**src/rtl/multi_channel_bar_array_pkg.sv**
```systemverilog
// Shared types and width helpers for the multi-channel level-to-bar converter.
package multi_channel_bar_array_pkg;

    typedef enum logic [1:0] {
        IDLE  = 2'd0,
        BUILD = 2'd1,
        OUT   = 2'd2
    } state_e;

    localparam logic MODE_BAR = 1'b0;
    localparam logic MODE_DOT = 1'b1;

    function automatic int unsigned ch_width(input int unsigned channels);
        return (channels > 1) ? $clog2(channels) : 1;
    endfunction

    function automatic int unsigned lv_width(input int unsigned width);
        return $clog2(width + 1);
    endfunction

endpackage

```
**src/rtl/multi_channel_bar_array_peak_fall_tracker.sv**
```systemverilog
// One channel's peak-hold / peak-fall state; peak_next_c_o is the peak after this cycle's update.
module peak_fall_tracker
    import multi_channel_bar_array_pkg::*;
#(
    parameter int unsigned LV_W            = 6,
    parameter int unsigned PEAK_HOLD_COUNT = 1000,
    parameter int unsigned PEAK_FALL_DIV   = 8
) (
    input  logic            clk,
    input  logic            reset,
    input  logic            update_i,
    input  logic [LV_W-1:0] level_i,
    output logic [LV_W-1:0] peak_next_c_o
);

    localparam int unsigned HOLD_W = $clog2(PEAK_HOLD_COUNT + 1);
    localparam int unsigned FALL_W = (PEAK_FALL_DIV > 1) ? $clog2(PEAK_FALL_DIV) : 1;

    logic [LV_W-1:0]   peak_q, peak_d;
    logic [HOLD_W-1:0] hold_q, hold_d;
    logic [FALL_W-1:0] fall_q, fall_d;
    logic [LV_W-1:0]   peak_dec;

    always_ff @(posedge clk) begin
        if (reset) begin
            peak_q <= '0;
            hold_q <= '0;
            fall_q <= '0;
        end else begin
            peak_q <= peak_d;
            hold_q <= hold_d;
            fall_q <= fall_d;
        end
    end

    // Decrements are guarded by !=0 checks, so no counter can wrap.
    always_comb begin
        peak_d   = peak_q;
        hold_d   = hold_q;
        fall_d   = fall_q;
        peak_dec = peak_q - LV_W'(1);
        if (update_i) begin
            if (level_i >= peak_q) begin
                peak_d = level_i;
                hold_d = HOLD_W'(PEAK_HOLD_COUNT);
                fall_d = FALL_W'(PEAK_FALL_DIV - 1);
            end else if (hold_q != '0) begin
                hold_d = hold_q - HOLD_W'(1);
            end else if (fall_q != '0) begin
                fall_d = fall_q - FALL_W'(1);
            end else begin
                peak_d = (peak_dec > level_i) ? peak_dec : level_i;
                fall_d = FALL_W'(PEAK_FALL_DIV - 1);
            end
        end
    end

    assign peak_next_c_o = peak_d;

endmodule

```
**src/rtl/multi_channel_bar_array.sv**
```systemverilog
// Multi-channel level meter: per-channel peak tracking, serial bar/dot pattern build,
// valid/ready output toward the display driver.
module multi_channel_bar_array
    import multi_channel_bar_array_pkg::*;
#(
    parameter int unsigned WIDTH           = 32,
    parameter int unsigned CHANNELS        = 2,
    parameter int unsigned PEAK_HOLD_COUNT = 1000,
    parameter int unsigned PEAK_FALL_DIV   = 8,
    localparam int unsigned CH_W           = ch_width(CHANNELS),
    localparam int unsigned LV_W           = lv_width(WIDTH)
) (
    input  logic             clk,
    input  logic             reset,
    input  logic             i_valid,
    output logic             i_ready,
    input  logic [CH_W-1:0]  i_channel,
    input  logic [LV_W-1:0]  i_position,
    input  logic             i_mode,
    output logic             o_valid,
    input  logic             o_ready,
    output logic [CH_W-1:0]  o_channel,
    output logic [WIDTH-1:0] o_array
);

    localparam int unsigned K_W = (WIDTH > 1) ? $clog2(WIDTH) : 1;

    state_e            state_q, state_d;
    logic [K_W-1:0]    k_q, k_d;
    logic [WIDTH-1:0]  array_q, array_d;
    logic [CH_W-1:0]   chan_q, chan_d;
    logic [LV_W-1:0]   level_q, level_d;
    logic [LV_W-1:0]   peak_q, peak_d;
    logic              mode_q, mode_d;
    logic              i_ready_q, i_ready_d;
    logic              o_valid_q, o_valid_d;

    logic              accept_c;
    logic              chan_ok_c;
    logic [LV_W-1:0]   level_clamp_c;
    logic [LV_W-1:0]   sel_peak_c;
    logic [LV_W-1:0]   kk_c;
    logic              seg_bit_c;
    logic [LV_W-1:0]   peak_next [CHANNELS];

    assign accept_c      = i_valid && i_ready_q;
    assign chan_ok_c     = 32'(i_channel) < CHANNELS;
    assign level_clamp_c = (32'(i_position) > WIDTH) ? LV_W'(WIDTH) : i_position;

    for (genvar g = 0; g < CHANNELS; g++) begin : g_trk
        peak_fall_tracker #(
            .LV_W            (LV_W),
            .PEAK_HOLD_COUNT (PEAK_HOLD_COUNT),
            .PEAK_FALL_DIV   (PEAK_FALL_DIV)
        ) u_trk (
            .clk           (clk),
            .reset         (reset),
            .update_i      (accept_c && (i_channel == CH_W'(g))),
            .level_i       (level_clamp_c),
            .peak_next_c_o (peak_next[g])
        );
    end

    // Post-update peak of the addressed channel.
    always_comb begin
        sel_peak_c = '0;
        for (int unsigned g = 0; g < CHANNELS; g++) begin
            if (i_channel == CH_W'(g)) sel_peak_c = peak_next[g];
        end
    end

    // Segment k of the pattern being built.
    always_comb begin
        kk_c      = LV_W'(k_q);
        seg_bit_c = (peak_q != '0) && (kk_c == peak_q - LV_W'(1));
        if (mode_q == MODE_BAR) begin
            seg_bit_c = seg_bit_c || (kk_c < level_q);
        end else begin
            seg_bit_c = seg_bit_c || ((level_q != '0) && (kk_c == level_q - LV_W'(1)));
        end
    end

    always_ff @(posedge clk) begin
        if (reset) begin
            state_q   <= IDLE;
            k_q       <= '0;
            array_q   <= '0;
            chan_q    <= '0;
            level_q   <= '0;
            peak_q    <= '0;
            mode_q    <= MODE_BAR;
            i_ready_q <= 1'b1;
            o_valid_q <= 1'b0;
        end else begin
            state_q   <= state_d;
            k_q       <= k_d;
            array_q   <= array_d;
            chan_q    <= chan_d;
            level_q   <= level_d;
            peak_q    <= peak_d;
            mode_q    <= mode_d;
            i_ready_q <= i_ready_d;
            o_valid_q <= o_valid_d;
        end
    end

    always_comb begin
        state_d   = state_q;
        k_d       = k_q;
        array_d   = array_q;
        chan_d    = chan_q;
        level_d   = level_q;
        peak_d    = peak_q;
        mode_d    = mode_q;
        o_valid_d = 1'b0;
        case (state_q)
            IDLE: begin
                // Out-of-range channels are swallowed without leaving IDLE.
                if (accept_c && chan_ok_c) begin
                    state_d = BUILD;
                    k_d     = '0;
                    chan_d  = i_channel;
                    level_d = level_clamp_c;
                    peak_d  = sel_peak_c;
                    mode_d  = i_mode;
                end
            end
            BUILD: begin
                array_d = {seg_bit_c, array_q[WIDTH-1:1]};
                k_d     = k_q + K_W'(1);
                if (k_q == K_W'(WIDTH - 1)) state_d = OUT;
            end
            OUT: begin
                o_valid_d = 1'b1;
                if (o_valid_q && o_ready) begin
                    state_d   = IDLE;
                    o_valid_d = 1'b0;
                end
            end
            default: state_d = IDLE;
        endcase
        i_ready_d = (state_d == IDLE);
    end

    assign i_ready   = i_ready_q;
    assign o_valid   = o_valid_q;
    assign o_channel = chan_q;
    assign o_array   = array_q;

endmodule
```
**config.mk**
```make
export PLATFORM = sky130hd
export DESIGN_NAME = multi_channel_bar_array
export DESIGN_NICKNAME = d
export VERILOG_FILES = /design/src/rtl/multi_channel_bar_array_pkg.sv /design/src/rtl/multi_channel_bar_array_peak_fall_tracker.sv /design/src/rtl/multi_channel_bar_array.sv
export SDC_FILE = /design/constraint.sdc
export NUM_CORES = 1
export LEC_CHECK = 0
export CORE_MARGIN = 2
export CORE_UTILIZATION = 52
export CTS_CLUSTER_DIAMETER = 100
export DETAILED_ROUTE_END_ITERATION = 10
export HOLD_SLACK_MARGIN = 0.05
export PLACE_DENSITY = 0.82
export REMOVE_ABC_BUFFERS = 1
export SLEW_MARGIN = 0
export SYNTH_ARGS = -nofsm -noshare
export SYNTH_HDL_FRONTEND = slang
export SYNTH_SLANG_ARGS = --single-unit
```
**constraint.sdc**
```tcl
create_clock -name clk -period 3.3 [get_ports clk]
set_input_delay 0.66 -clock clk [delete_from_list [all_inputs] [get_ports clk]]
set_output_delay 0.66 -clock clk [all_outputs]
set_load 0.02 [all_outputs]
```
==> metrics.md, run 1 <==
| Metric | Value |
|---|---|
| Area Growth Syn to Fin | `23.1%` |
| Starting DRC count in detailed routing | `463` |
| Met2 GRT Util | `42.3%` |
| FF/Latch Area | `1860 um2` |
| CP Launch Type | `input pin` |
| M3 GR Usage | `3.20%` |
| Post-synth EDFFs | `0` |
| Routability cong. | `0.944` |
| Library cells used by synthesis | `64` |
| Detailed Routing Iterations Pass 1 | `5` |
| Hold crit path type | `flip-flop to flip-flop` |
| Cells on worst reg2reg path | `13` |
| Element type at the critical path end | `flip-flop` |
| GRT overflow | `0` |
| Wire per inst | `15.3 um` |
| Reg clk slew, reported paths | `0.11 ns` |
| Status | `completed` |
| Worst slew pin tran | `1.10 ns` |
| Critical Setup Path Class | `input pin to flip-flop` |
| CTS Buf Count | `9` |
| CTS sink cnt | `93` |
| Filler cells | `808` |
| Adder-cell share of the synthesized area | `9.38%` |
| CTS tree | `yes` |
| Hold Path Depth | `2` |
| Dominant synthesized flop cell | `dfxtp_1` |
| Inserted Diodes | `0` |
| H-tree depth | `3` |
| Critical-path maximum fanout | `8` |
| Via/cell ratio | `5.82` |
| Warnings from Yosys | `0` |
| Reg2reg end | `peak_q[5]` |
| Synth Cell Area | `5200 um2` |
| Worst hold path endpoint | `o_array[26]` |
| Quantity of I/O buffers inserted on ports | `46` |
| DIE AREA | `10800 um2` |
| Final hold violation count | `0` |
| Area of the multi-input gates | `3150 um2` |
| Max-slew headroom | `26.2%` |
| Final min period | `3.19 ns` |
| Synth Area in XOR/XNOR | `5.73%` |
| Hold_ws | `0.469 ns` |
| Clk buf depth | `2` |
| Worst skew pair latency | `0.37 ns` |
| Seq/Total Area, Yosys | `35.8%` |
| DIE HEIGHT | `104 um` |
| Chip Width | `104 um` |
| Mux share of post-synthesis cell area | `0.192%` |
| DR DRC count | `0` |
| Final ANT Viol Nets | `0` |
| PwrDens | `503 nW/um2` |
| Area share of and/or/nand/nor cells after synthesis | `23.2%` |
| Vias in the first global route | `4853` |
| Share of layout cells above drive strength 1 | `13.2%` |
| Total power | `3.22 mW` |
| R2R Setup Slk | `0.21 ns` |
| Antenna violations before repair | `0` |
| Worst reg2reg startpoint | `g_trk[0].u_trk.peak_q[1]` |
| Final Util | `65.8%` |
| Critical Path AT | `3.41 ns` |
| Setup violators final | `0` |
| Cts hold-fix bufs | `0` |
| Met1 Use GR | `32.1%` |
| First-pass GRT wire length | `22500 um` |
| P_leak | `2.42 nW` |
| Total Routing Usage GR | `24.6%` |
| Initial core utilization | `53.5%` |
| Max VDD drop | `0.299 mV` |
| Slew Viols, Final | `0` |
| Syn Area/Cell | `7.89 um2` |
| Core ar. | `9730 um2` |
| Final WL | `13500 um` |
| Achievable Freq | `0.313 GHz` |
| Synth Register Bits | `93` |
| Main combinational cell family by area after synthesis | `simple AND/OR/NAND/NOR gates` |
| Compound-Gate Fraction of Synth Area | `20.8%` |
| GRT busiest layer | `met2` |
| Routed via count | `5134` |
| Max-cap viol count | `0` |
| Final Cycle Share | `96.7%` |
| Max Clock Skew | `0.0147 ns` |
| Gate Count Post-Synth | `659` |
| Worst Path Required | `3.52 ns` |
| Ys async rst share | `0%` |
| Min-Delay Startpoint | `o_array[27]` |
| Layout Nets | `795` |
| Io pins | `47` |
| CTS Root Buffer Type | `clkbuf_8` |
| Largest net degree at the start of global routing | `44` |
| FP Rows | `36` |
| Final HPWL DP | `9880 um` |
## repair_timing
action                                  4_1_cts  5_1_grt
endpoints found under the setup margin        0       21
resized for setup                             0       21
setup buffers                                 0        1
## cell usage after synthesis (12+ instances only)
cell / n / share of area (%)
clkbuf_1: 19 / 1.4
xnor2_1: 28 / 4.7
nand3_1: 14 / 1.3
nor3_1: 15 / 1.4
inv_1: 43 / 3.1
nor4_1: 12 / 1.4
dfxtp_1: 93 / 36
nand2_1: 105 / 7.6
nor2_1: 58 / 4.2
a21oi_1: 77 / 7.4
ha_1: 39 / 9.4
o21ai_0: 20 / 1.9
## critical path, stage by stage
cell             delay (ns)
clkdlybuf4s50_1        0.48
inv_1                  0.08
buf_4                  0.13
nand2_1                0.07
inv_1                  0.07
ha_1                   0.27
o21a_1                 0.14
o21ai_1                0.09
o31ai_2                0.34
buf_4                  0.22
o21ai_1                0.08
buf_4                  0.16
nor4_1                 0.36
xnor2_1                0.17
a21oi_1                0.08
## state kept, by name, summed over array words and instances, names as in the netlist
register	cells
o_array	32
g_trk.u_trk.hold_q	20
g_trk.u_trk.peak_q	12
g_trk.u_trk.fall_q	6
level_q	6
peak_q	6
k_q	5
state_q	2
i_ready	1
mode_q	1
o_channel	1
o_valid	1
## final cells by class
class	count	area share (%)
clock buffer	9	1.94
clock inverter	7	1.45
inverter	43	2.52
multi-input combinational	499	49.2
sequential	93	29.1
tap	133	2.60
timing repair buffer	98	13.2
## placed cells by master, fill, tap and decap left out, types with 3 or more instances in the layout
| cell | n |
|---|---|
| nor3_1 | 14 |
| a221oi_1 | 3 |
| nand2b_1 | 9 |
| a311oi_1 | 5 |
| xnor2_1 | 28 |
| buf_4 | 52 |
| nand2_1 | 105 |
| clkbuf_8 | 9 |
| inv_1 | 43 |
| o21ai_0 | 15 |
| nand4_1 | 7 |
| nor2_1 | 58 |
| a211oi_1 | 7 |
| and3_1 | 7 |
| o22ai_1 | 3 |
| dfxtp_1 | 92 |
| clkdlybuf4s50_1 | 45 |
| xor2_1 | 6 |
| nand3b_1 | 3 |
| a32oi_1 | 4 |
| a41o_1 | 3 |
| a21o_1 | 7 |
| o21ai_1 | 7 |
| a21oi_1 | 77 |
| nand3_1 | 14 |
| nor4_1 | 10 |
| a22oi_1 | 4 |
| nor2b_2 | 3 |
| or3b_2 | 3 |
| ha_1 | 39 |
| or3_1 | 4 |
## metrics by stage
| step | setup WS, ns | setup TNS, ns | std cells | instance area [um2] |
|---|---|---|---|---|
| floorplan | 0.221 | 0 | 635 | 5100 |
| global placement | -0.247 | -2.51 | 865 | 6110 |
| detailed placement | -0.299 | -5.29 | 865 | 6110 |
| CTS | 0.0681 | 0 | 881 | 6330 |
| global route | -0.0396 | -0.0630 | 882 | 6400 |
| finish | 0.109 | 0 | 882 | 6400 |
## per-layer routing
layer	vias up	part of all wire [%]	wire, um
met1	2433	44	5980
li1	2501	-	-
met3	22	5.2	699
met2	178	49	6620
met4	0	1.5	200
met5	-	0	0
## worst max path at each step
stage / from / endpoint / slack, ns / cells after the start
after global routing: i_position[5] / g_trk[0].u_trk.hold_q[7] / -0.04 / 15
after detailed placement: i_position[5] / peak_q[0] / -0.30 / 12
after CTS: i_position[5] / peak_q[0] / 0.07 / 12
final: i_position[5] / g_trk[0].u_trk.hold_q[7] / 0.11 / 15
after floorplan: i_position[5] / peak_q[0] / 0.22 / 10
after global placement: i_position[5] / peak_q[0] / -0.25 / 12
## cells by family after synthesis
logic type / Yosys count
muxes: 1
DFF: 93
and+or+nand+nor: 256
AOI/OAI and AO/OA: 169
xor gates and xnor gates: 34
adders and majority gates: 39
buffers and inverters: 67
## power breakdown
group          internal [mW]  leakage (nW)  total, mW  switching (mW)
Combinational          0.490          1.56       1.11           0.617
Sequential              1.20         0.757       1.28          0.0812
Clock                  0.370         0.103      0.835           0.465
Total                   2.06          2.42       3.22            1.16
Power figures use the tool's default switching activity.
==> run 2: changes to the inputs <==
--- a/config.mk
+++ b/config.mk
@@ -5,14 +5,14 @@
 export SDC_FILE = /design/constraint.sdc
 export NUM_CORES = 1
 export LEC_CHECK = 0
+export ABC_AREA = 1
 export CORE_MARGIN = 2
 export CORE_UTILIZATION = 52
 export CTS_CLUSTER_DIAMETER = 100
 export DETAILED_ROUTE_END_ITERATION = 10
 export HOLD_SLACK_MARGIN = 0.05
-export PLACE_DENSITY = 0.82
+export PLACE_DENSITY = 0.74
 export REMOVE_ABC_BUFFERS = 1
-export SLEW_MARGIN = 0
 export SYNTH_ARGS = -nofsm -noshare
 export SYNTH_HDL_FRONTEND = slang
 export SYNTH_SLANG_ARGS = --single-unit
==> run 2 against run 1 <==
Compared with the run above:
- critical endpoint is now g_trk[1].u_trk.hold_q[5]
- synthesized cell count up 17%
- largest power group unchanged
- cell area down 0.61%
- sequential power up 8%
- utilization down 3.9 points
- cell count up 9.4%
- total power up 9.0%
- clock power down 3.1%
- highest routed layer unchanged
==> metrics.md, run 2 <==
| Metric | Value |
|---|---|
| Clk buf depth | `2 (unchanged)` |
| GRT overflow | `0 (unchanged)` |
| Final WL | `13000 um (-3.7%)` |
| Antenna violations before repair | `0 (unchanged)` |
| Reg2reg end | `peak_q[1]` |
| FF/Latch Area | `1860 um2 (about the same)` |
| Hold crit path type | `flip-flop to flip-flop` |
| P_leak | `2.86 nW (+18%)` |
| RSZ-0062 raised after global routing | `no` |
| Max Clock Skew | `0.0156 ns (+0.000901 ns)` |
| Worst reg2reg startpoint | `g_trk[0].u_trk.peak_q[0]` |
| Via/cell ratio | `5.39 (-7.4%)` |
| Achievable Freq | `0.347 GHz (+11%)` |
| PwrDens | `552 nW/um2 (+9.6%)` |
| Synth Cell Area | `5470 um2 (+5.2%)` |
| Critical Setup Path Class | `input pin to flip-flop` |
| Worst hold path endpoint | `g_trk[1].u_trk.hold_q[0]` |
| DIE HEIGHT | `107 um (+2.5%)` |
| Most frequent cells in the layout | `119 x nand2_1, 104 x nor2_1, 93 x inv_1, 93 x dfxtp_1, 67 x o21ai_0` |
| CP max stage delay | `0.54 ns (+0.06 ns)` |
| Cts hold-fix bufs | `0 (unchanged)` |
| Cells on worst reg2reg path | `18 (+5)` |
| Dominant synthesized flop cell | `dfxtp_1` |
| Inserted Diodes | `0 (unchanged)` |
| Synth Register Bits | `93 (unchanged)` |
| Largest register FFs | `32 (unchanged)` |
| CTS Buf Count | `9 (unchanged)` |
| Setup bufs post-CTS | `0 (unchanged)` |
| Final min period | `2.88 ns (-0.311 ns)` |
| Min-Delay Startpoint | `g_trk[1].u_trk.hold_q[0]` |
| Final hold violation count | `0 (unchanged)` |
| Critical-path maximum fanout | `8 (unchanged)` |
| DIE AREA | `11400 um2 (+5.0%)` |
| Slew Viols, Final | `0 (unchanged)` |
| Wire per inst | `13.5 um (-12%)` |
| Crit-path leading delay family | `simple AND/OR/NAND/NOR gates` |
| Final Util | `61.9% (-3.9 points)` |
| Post-synth EDFFs | `0 (unchanged)` |
| Cell accounting for the most synthesized area | `dfxtp_1` |
| Reg clk slew, reported paths | `0.10 ns (about the same)` |
| Routability cong. | `0.913 (-3.3%)` |
| Count leader, synth | `nand2_1` |
| Seq/Total Area, Yosys | `34.0% (-1.8 points)` |
| Io pins | `47 (unchanged)` |
| Library cells used by synthesis | `51 (-20%)` |
| Quantity of I/O buffers inserted on ports | `46 (unchanged)` |
| R2R Setup Slk | `0.53 ns (+0.32 ns)` |
| CP Launch Type | `input pin` |
| CP most frequent cell | `nand2_4` |
| Max-slew headroom | `56.1% (+30 points)` |
| Status | `completed` |
| Total Routing Usage GR | `22.9% (-1.7 points)` |
| Starting DRC count in detailed routing | `373 (-19%)` |
| Max-cap viol count | `0 (unchanged)` |
| Filler cells | `954 (+18%)` |
| CP max stage cell | `or4_4` |
| Detailed Routing Iterations Pass 1 | `5 (unchanged)` |
| Element type at the critical path end | `flip-flop` |
| FP Rows | `37 (+2.8%)` |
| CTS sink cnt | `93 (unchanged)` |
| Pre-CTS setup slack | `0.0395 ns (+0.338 ns)` |
| Final Cycle Share | `87.3% (-9.4 points)` |
| Warnings from Yosys | `0 (unchanged)` |
| Synth top cells by count | `119 x nand2_1, 105 x nor2_1, 93 x dfxtp_1, 93 x inv_1, 67 x o21ai_0` |
| Gate Count Post-Synth | `772 (+17%)` |
| Critical-path cell list | `clkdlybuf4s50_1 -> nor2_1 -> nand3_1 -> nand2_1 -> nand2_1 -> ha_1 -> inv_1 -> or4_4 -> nand2_4 -> nand2_4 -> nand2_4 -> nand3_4 -> nor2_2 -> inv_1 -> o21ai_2 -> a21oi_1` |
| DR DRC count | `0 (unchanged)` |
| Share of layout cells above drive strength 1 | `8.69% (-4.5 points)` |
| Ys async rst share | `0% (unchanged)` |
| Commonest non-fill, non-tap cell in the layout | `nand2_1` |
| Setup violators final | `0 (unchanged)` |
| Vias in the first global route | `4796 (-1.2%)` |
| Final HPWL DP | `9660 um (-2.2%)` |
| Routed via count | `5200 (+1.3%)` |
| CTS Root Buffer Type | `clkbuf_8` |
| CTS tree | `yes` |
| Worst Path Required | `3.55 ns (+0.03 ns)` |
| Buf+Inv Stages, Crit Path | `3 (-3)` |
| Critical Path AT | `3.13 ns (-0.28 ns)` |
| Ranking of synthesized cells by area | `dfxtp_1 34%, ha_1 8.9%, nand2_1 8.2%` |
| Max VDD drop | `0.330 mV (+10%)` |
| Worst slew pin tran | `0.653 ns (-0.451 ns)` |
| Chip Width | `107 um (+2.5%)` |
| Hold Path Depth | `1 (-1)` |
| Final ANT Viol Nets | `0 (unchanged)` |
| Area Growth Syn to Fin | `16.2%` |
| Setup TNS Final | `0 ns (unchanged)` |
| H-tree depth | `3 (unchanged)` |
| Initial core utilization | `53.3% (-0.20 points)` |
| Worst skew pair latency | `0.36 ns (about the same)` |
| Largest net degree at the start of global routing | `40 (-9.1%)` |
| Total power | `3.51 mW (+9.0%)` |
| Area of the multi-input gates | `3160 um2 (+0.48%)` |
| Syn Area/Cell | `7.09 um2 (-10%)` |
| Area share of the largest cell type after synthesis | `34.0% (-1.8 points)` |
| PnR worst setup slack | `0.420 ns (+0.311 ns)` |
| Post-CTS sizing | `0 (unchanged)` |
| Core ar. | `10300 um2 (+5.6%)` |
| First-pass GRT wire length | `21500 um (-4.5%)` |
| Layout Nets | `875 (+10%)` |
[run 2: cell count changes in the layout (fill, tap and decap cells not counted), sizes merged, moves of 24 or more]
cell	delta
buf	-37
nand3	+40
inv	+55
nor2	+51
nand2	+24
o21ai	+51
[run 2: power by group]
group          switching [mW]  total, mW  internal (mW)
registers               0.119       1.38           1.26
clock network           0.440      0.809          0.369
logic                   0.814       1.33          0.512
total                    1.37       3.51           2.14
[run 2: stage by stage]
step	std cells	area [um2]	hold WS (ns)
final	965	6360	0.467
after global routing	965	6360	0.500
after CTS	965	6360	0.468
after detailed placement	949	6150	0.450
after global placement	949	6150	0.442
after floorplan	751	5390	0.426
[run 2: layout make-up]
| type | count | area share (%) |
|---|---|---|
| clock inverters | 7 | 1.44 |
| flip-flops and latches | 93 | 29.3 |
| multi-input cells | 559 | 49.7 |
| repair buffers | 62 | 9.12 |
| inverters | 99 | 5.84 |
| clock buffers | 9 | 1.95 |
| well taps | 136 | 2.67 |
[run 2: worst max-delay path by stage]
| stage | startpoint | end | slack (ns) | cells past startpoint |
|---|---|---|---|---|
| 2_1_floorplan | state_q[0] | i_ready | 0.37 | 5 |
| 3_3_place_gp | i_position[2] | g_trk[1].u_trk.hold_q[5] | 0.11 | 16 |
| 6_report | i_position[0] | g_trk[1].u_trk.hold_q[5] | 0.42 | 16 |
| 5_1_grt | i_position[0] | peak_q[1] | 0.18 | 19 |
| 4_1_cts | i_position[0] | g_trk[1].u_trk.hold_q[5] | 0.43 | 16 |
| 3_5_place_dp | i_position[5] | g_trk[1].u_trk.hold_q[5] | 0.04 | 15 |
[run 2: cells by family (layout without fill, tap and decap cells)]
| group | count (synthesis) | in the layout | synth area share (%) |
|---|---|---|---|
| XOR/XNOR | 25 | 25 | 4.00 |
| buffers and inverters | 120 | 177 | 8.25 |
| flip-flops | 93 | 93 | 34.0 |
| AND/OR/NAND/NOR | 332 | 332 | 28.0 |
| adder cells (fa/ha/maj) | 39 | 39 | 8.91 |
| AO/OA/AOI/OAI | 163 | 163 | 16.8 |
[run 2: layer usage]
metal / vias to the layer above / part of all wire, % / routed length (um) / GRT usage (%)
met1: 2390 / 46 / 5980 / 29.0
met2: 129 / 47 / 6140 / 39.5
met3: 25 / 4.7 / 615 / 3.89
met5: - / 0 / 0 / 0
li1: 2656 / - / - / -
met4: 0 / 2.0 / 264 / 7.42
==> run 3: changes to the inputs <==
--- a/config.mk
+++ b/config.mk
@@ -6,7 +6,6 @@
 export NUM_CORES = 1
 export LEC_CHECK = 0
 export ABC_AREA = 1
-export CORE_MARGIN = 2
 export CORE_UTILIZATION = 52
 export CTS_CLUSTER_DIAMETER = 100
 export DETAILED_ROUTE_END_ITERATION = 10
@@ -16,3 +15,4 @@
 export SYNTH_ARGS = -nofsm -noshare
 export SYNTH_HDL_FRONTEND = slang
 export SYNTH_SLANG_ARGS = --single-unit
+export TNS_END_PERCENT = 30
==> run 3 against run 2 <==
Compared with the run above:
- sequential share of layout area rose by 0.081 points
- flip-flop and latch count did not move
- first-iteration DRC count fell by 9.4%
- critical path type unchanged
==> metrics.md, run 3 (synthesis gave the netlist of run 2 again) <==
| Metric | Value |
|---|---|
| Io pins | `47 (unchanged)` |
| Min-Delay Startpoint | `state_q[0]` |
| PwrDens | `549 nW/um2 (-0.49%)` |
| Routed via count | `5120 (-1.5%)` |
| Critical-path maximum fanout | `9 (+1)` |
| CP max stage cell | `or4_4` |
| Wire per inst | `13.4 um (-0.28%)` |
| Total Routing Usage GR | `24.8% (+1.9 points)` |
| Worst reg2reg startpoint | `g_trk[0].u_trk.peak_q[0]` |
| Commonest non-fill, non-tap cell in the layout | `nand2_1` |
| Largest net degree at the start of global routing | `40 (unchanged)` |
| Max VDD drop | `0.300 mV (-9.1%)` |
| Final Cycle Share | `88.5% (+1.2 points)` |
| Via/cell ratio | `5.31 (-1.5%)` |
| FF/Latch Area | `1860 um2 (unchanged)` |
| Element type at the critical path end | `flip-flop` |
| H-tree depth | `3 (unchanged)` |
| Share of layout cells above drive strength 1 | `8.56% (-0.12 points)` |
| Hold crit path type | `flip-flop to flip-flop` |
| Worst hold path endpoint | `o_valid` |
| Final ANT Viol Nets | `0 (unchanged)` |
| Antenna violations before repair | `0 (unchanged)` |
| Clk buf depth | `2 (unchanged)` |
| CP Launch Type | `input pin` |
| Starting DRC count in detailed routing | `338 (-9.4%)` |
| Critical Setup Path Class | `input pin to flip-flop` |
| CTS Root Buffer Type | `clkbuf_8` |
| CTS Buf Count | `9 (unchanged)` |
| Routability cong. | `0.913 (unchanged)` |
| First-pass GRT wire length | `22100 um (+3.2%)` |
| Area Growth Syn to Fin | `15.9%` |
| CTS tree | `yes` |
| Final min period | `2.92 ns (+0.0397 ns)` |
| Reg2reg end | `g_trk[0].u_trk.peak_q[5]` |
| Layout Nets | `875 (unchanged)` |
| DIE AREA | `10900 um2 (-3.7%)` |
| Critical Path AT | `3.17 ns (+0.04 ns)` |
| Core ar. | `10300 um2 (unchanged)` |
| Vias in the first global route | `4811 (+0.31%)` |
| GRT overflow | `0 (unchanged)` |
| Setup violators final | `0 (unchanged)` |
| Filler cells | `949 (-0.52%)` |
| CP max stage delay | `0.52 ns (-0.02 ns)` |
| CTS sink cnt | `93 (unchanged)` |
| Post-CTS sizing | `0 (unchanged)` |
| DIE HEIGHT | `105 um (-1.9%)` |
| RSZ-0062 raised after global routing | `no` |
| Final Util | `61.7% (-0.17 points)` |
| FP Rows | `37 (unchanged)` |
| Worst Path Required | `3.55 ns (about the same)` |
| Max-slew headroom | `56.5% (+0.42 points)` |
| Worst slew pin tran | `0.646 ns (-0.00626 ns)` |
| Final WL | `13000 um (-0.28%)` |
| Area of the multi-input gates | `3160 um2 (unchanged)` |
| Worst skew pair latency | `0.37 ns (about the same)` |
| Max Clock Skew | `0.0105 ns (-0.00507 ns)` |
| Achievable Freq | `0.342 GHz (-1.4%)` |
| Critical-path cell list | `clkdlybuf4s50_1 -> inv_1 -> nand3_1 -> nand2_1 -> nand2_1 -> inv_1 -> ha_1 -> inv_1 -> or4_4 -> nand2_4 -> nand2_4 -> nand2_4 -> nand3_4 -> nor2_2 -> inv_1 -> o21ai_2 -> a21oi_1` |
| Setup bufs post-CTS | `0 (unchanged)` |
| Cts hold-fix bufs | `0 (unchanged)` |
| Most frequent cells in the layout | `119 x nand2_1, 104 x nor2_1, 93 x inv_1, 93 x dfxtp_1, 67 x o21ai_0` |
| DR DRC count | `0 (unchanged)` |
| Chip Width | `105 um (-1.9%)` |
| Cells on worst reg2reg path | `16 (-2)` |
| Slew Viols, Final | `0 (unchanged)` |
| Reg clk slew, reported paths | `0.10 ns (about the same)` |
| Inserted Diodes | `0 (unchanged)` |
| Initial core utilization | `53.3% (unchanged)` |
| P_leak | `2.85 nW (-0.34%)` |
| Quantity of I/O buffers inserted on ports | `46 (unchanged)` |
| Detailed Routing Iterations Pass 1 | `5 (unchanged)` |
| Max-cap viol count | `0 (unchanged)` |
| CP most frequent cell | `inv_1` |
| Hold Path Depth | `1 (unchanged)` |
| Status | `completed` |
| R2R Setup Slk | `0.53 ns (about the same)` |
| Final hold violation count | `0 (unchanged)` |
| Final HPWL DP | `9550 um (-1.1%)` |
| Total power | `3.48 mW (-0.77%)` |
| Largest register FFs | `32 (unchanged)` |
==> run 3: power breakdown <==
group / internal, mW / leakage [nW] / switching (mW)
combinational: 0.512 / 1.99 / 0.820
clock: 0.357 / 0.0948 / 0.420
sequential: 1.26 / 0.762 / 0.117
total: 2.13 / 2.85 / 1.36
==> run 3: metrics by stage <==
step / hold slack [ns] / setup slack, ns / TNS [ns] / area (um2) / instances
final: 0.467 / 0.380 / 0 / 6340 / 965
after global routing: 0.512 / 0.215 / 0 / 6340 / 965
after detailed placement: 0.454 / -0.0107 / -0.0107 / 6150 / 949
after floorplan: 0.426 / 0.374 / 0 / 5390 / 751
after global placement: 0.447 / 0.0980 / 0 / 6150 / 949
after CTS: 0.471 / 0.394 / 0 / 6340 / 965
==> run 3: layer usage <==
layer,up-vias,GRT usage (%),routed length (um),share of wire (%)
li1,2648,-,-,-
met3,24,5.80,663,5.1
met2,125,40.2,5940,46
met5,-,0,0,0
met4,0,9.56,268,2.1
met1,2323,31.8,6090,47
==> run 3: final cells by class <==
class / count / area share (%)
sequential: 93 / 29.3
timing repair buffer: 62 / 9.15
multi-input combinational: 559 / 49.9
clock buffer: 10 / 2.01
tap: 136 / 2.68
clock inverter: 6 / 1.10
inverter: 99 / 5.86
==> run 3: worst max-delay path by stage <==
stage | startpoint | endpoint | slack (ns) | cells after the start
after CTS | i_position[3] | g_trk[1].u_trk.hold_q[5] | 0.39 | 17
after global routing | i_position[0] | g_trk[1].u_trk.hold_q[5] | 0.21 | 16
after detailed placement | i_position[3] | g_trk[1].u_trk.hold_q[5] | -0.01 | 17
after floorplan | state_q[0] | i_ready | 0.37 | 5
final | i_position[3] | g_trk[1].u_trk.hold_q[5] | 0.38 | 17
after global placement | i_position[2] | g_trk[1].u_trk.hold_q[5] | 0.1 | 16
==> run 3: worst max-delay path: cells and delay by family <==
family / cells / cell delay, ns
and+or+nand+nor: 9 / 1.35
AOI/OAI and AO/OA: 2 / 0.16
buffers and inverters: 5 / 0.71
adders and majority gates: 1 / 0.27
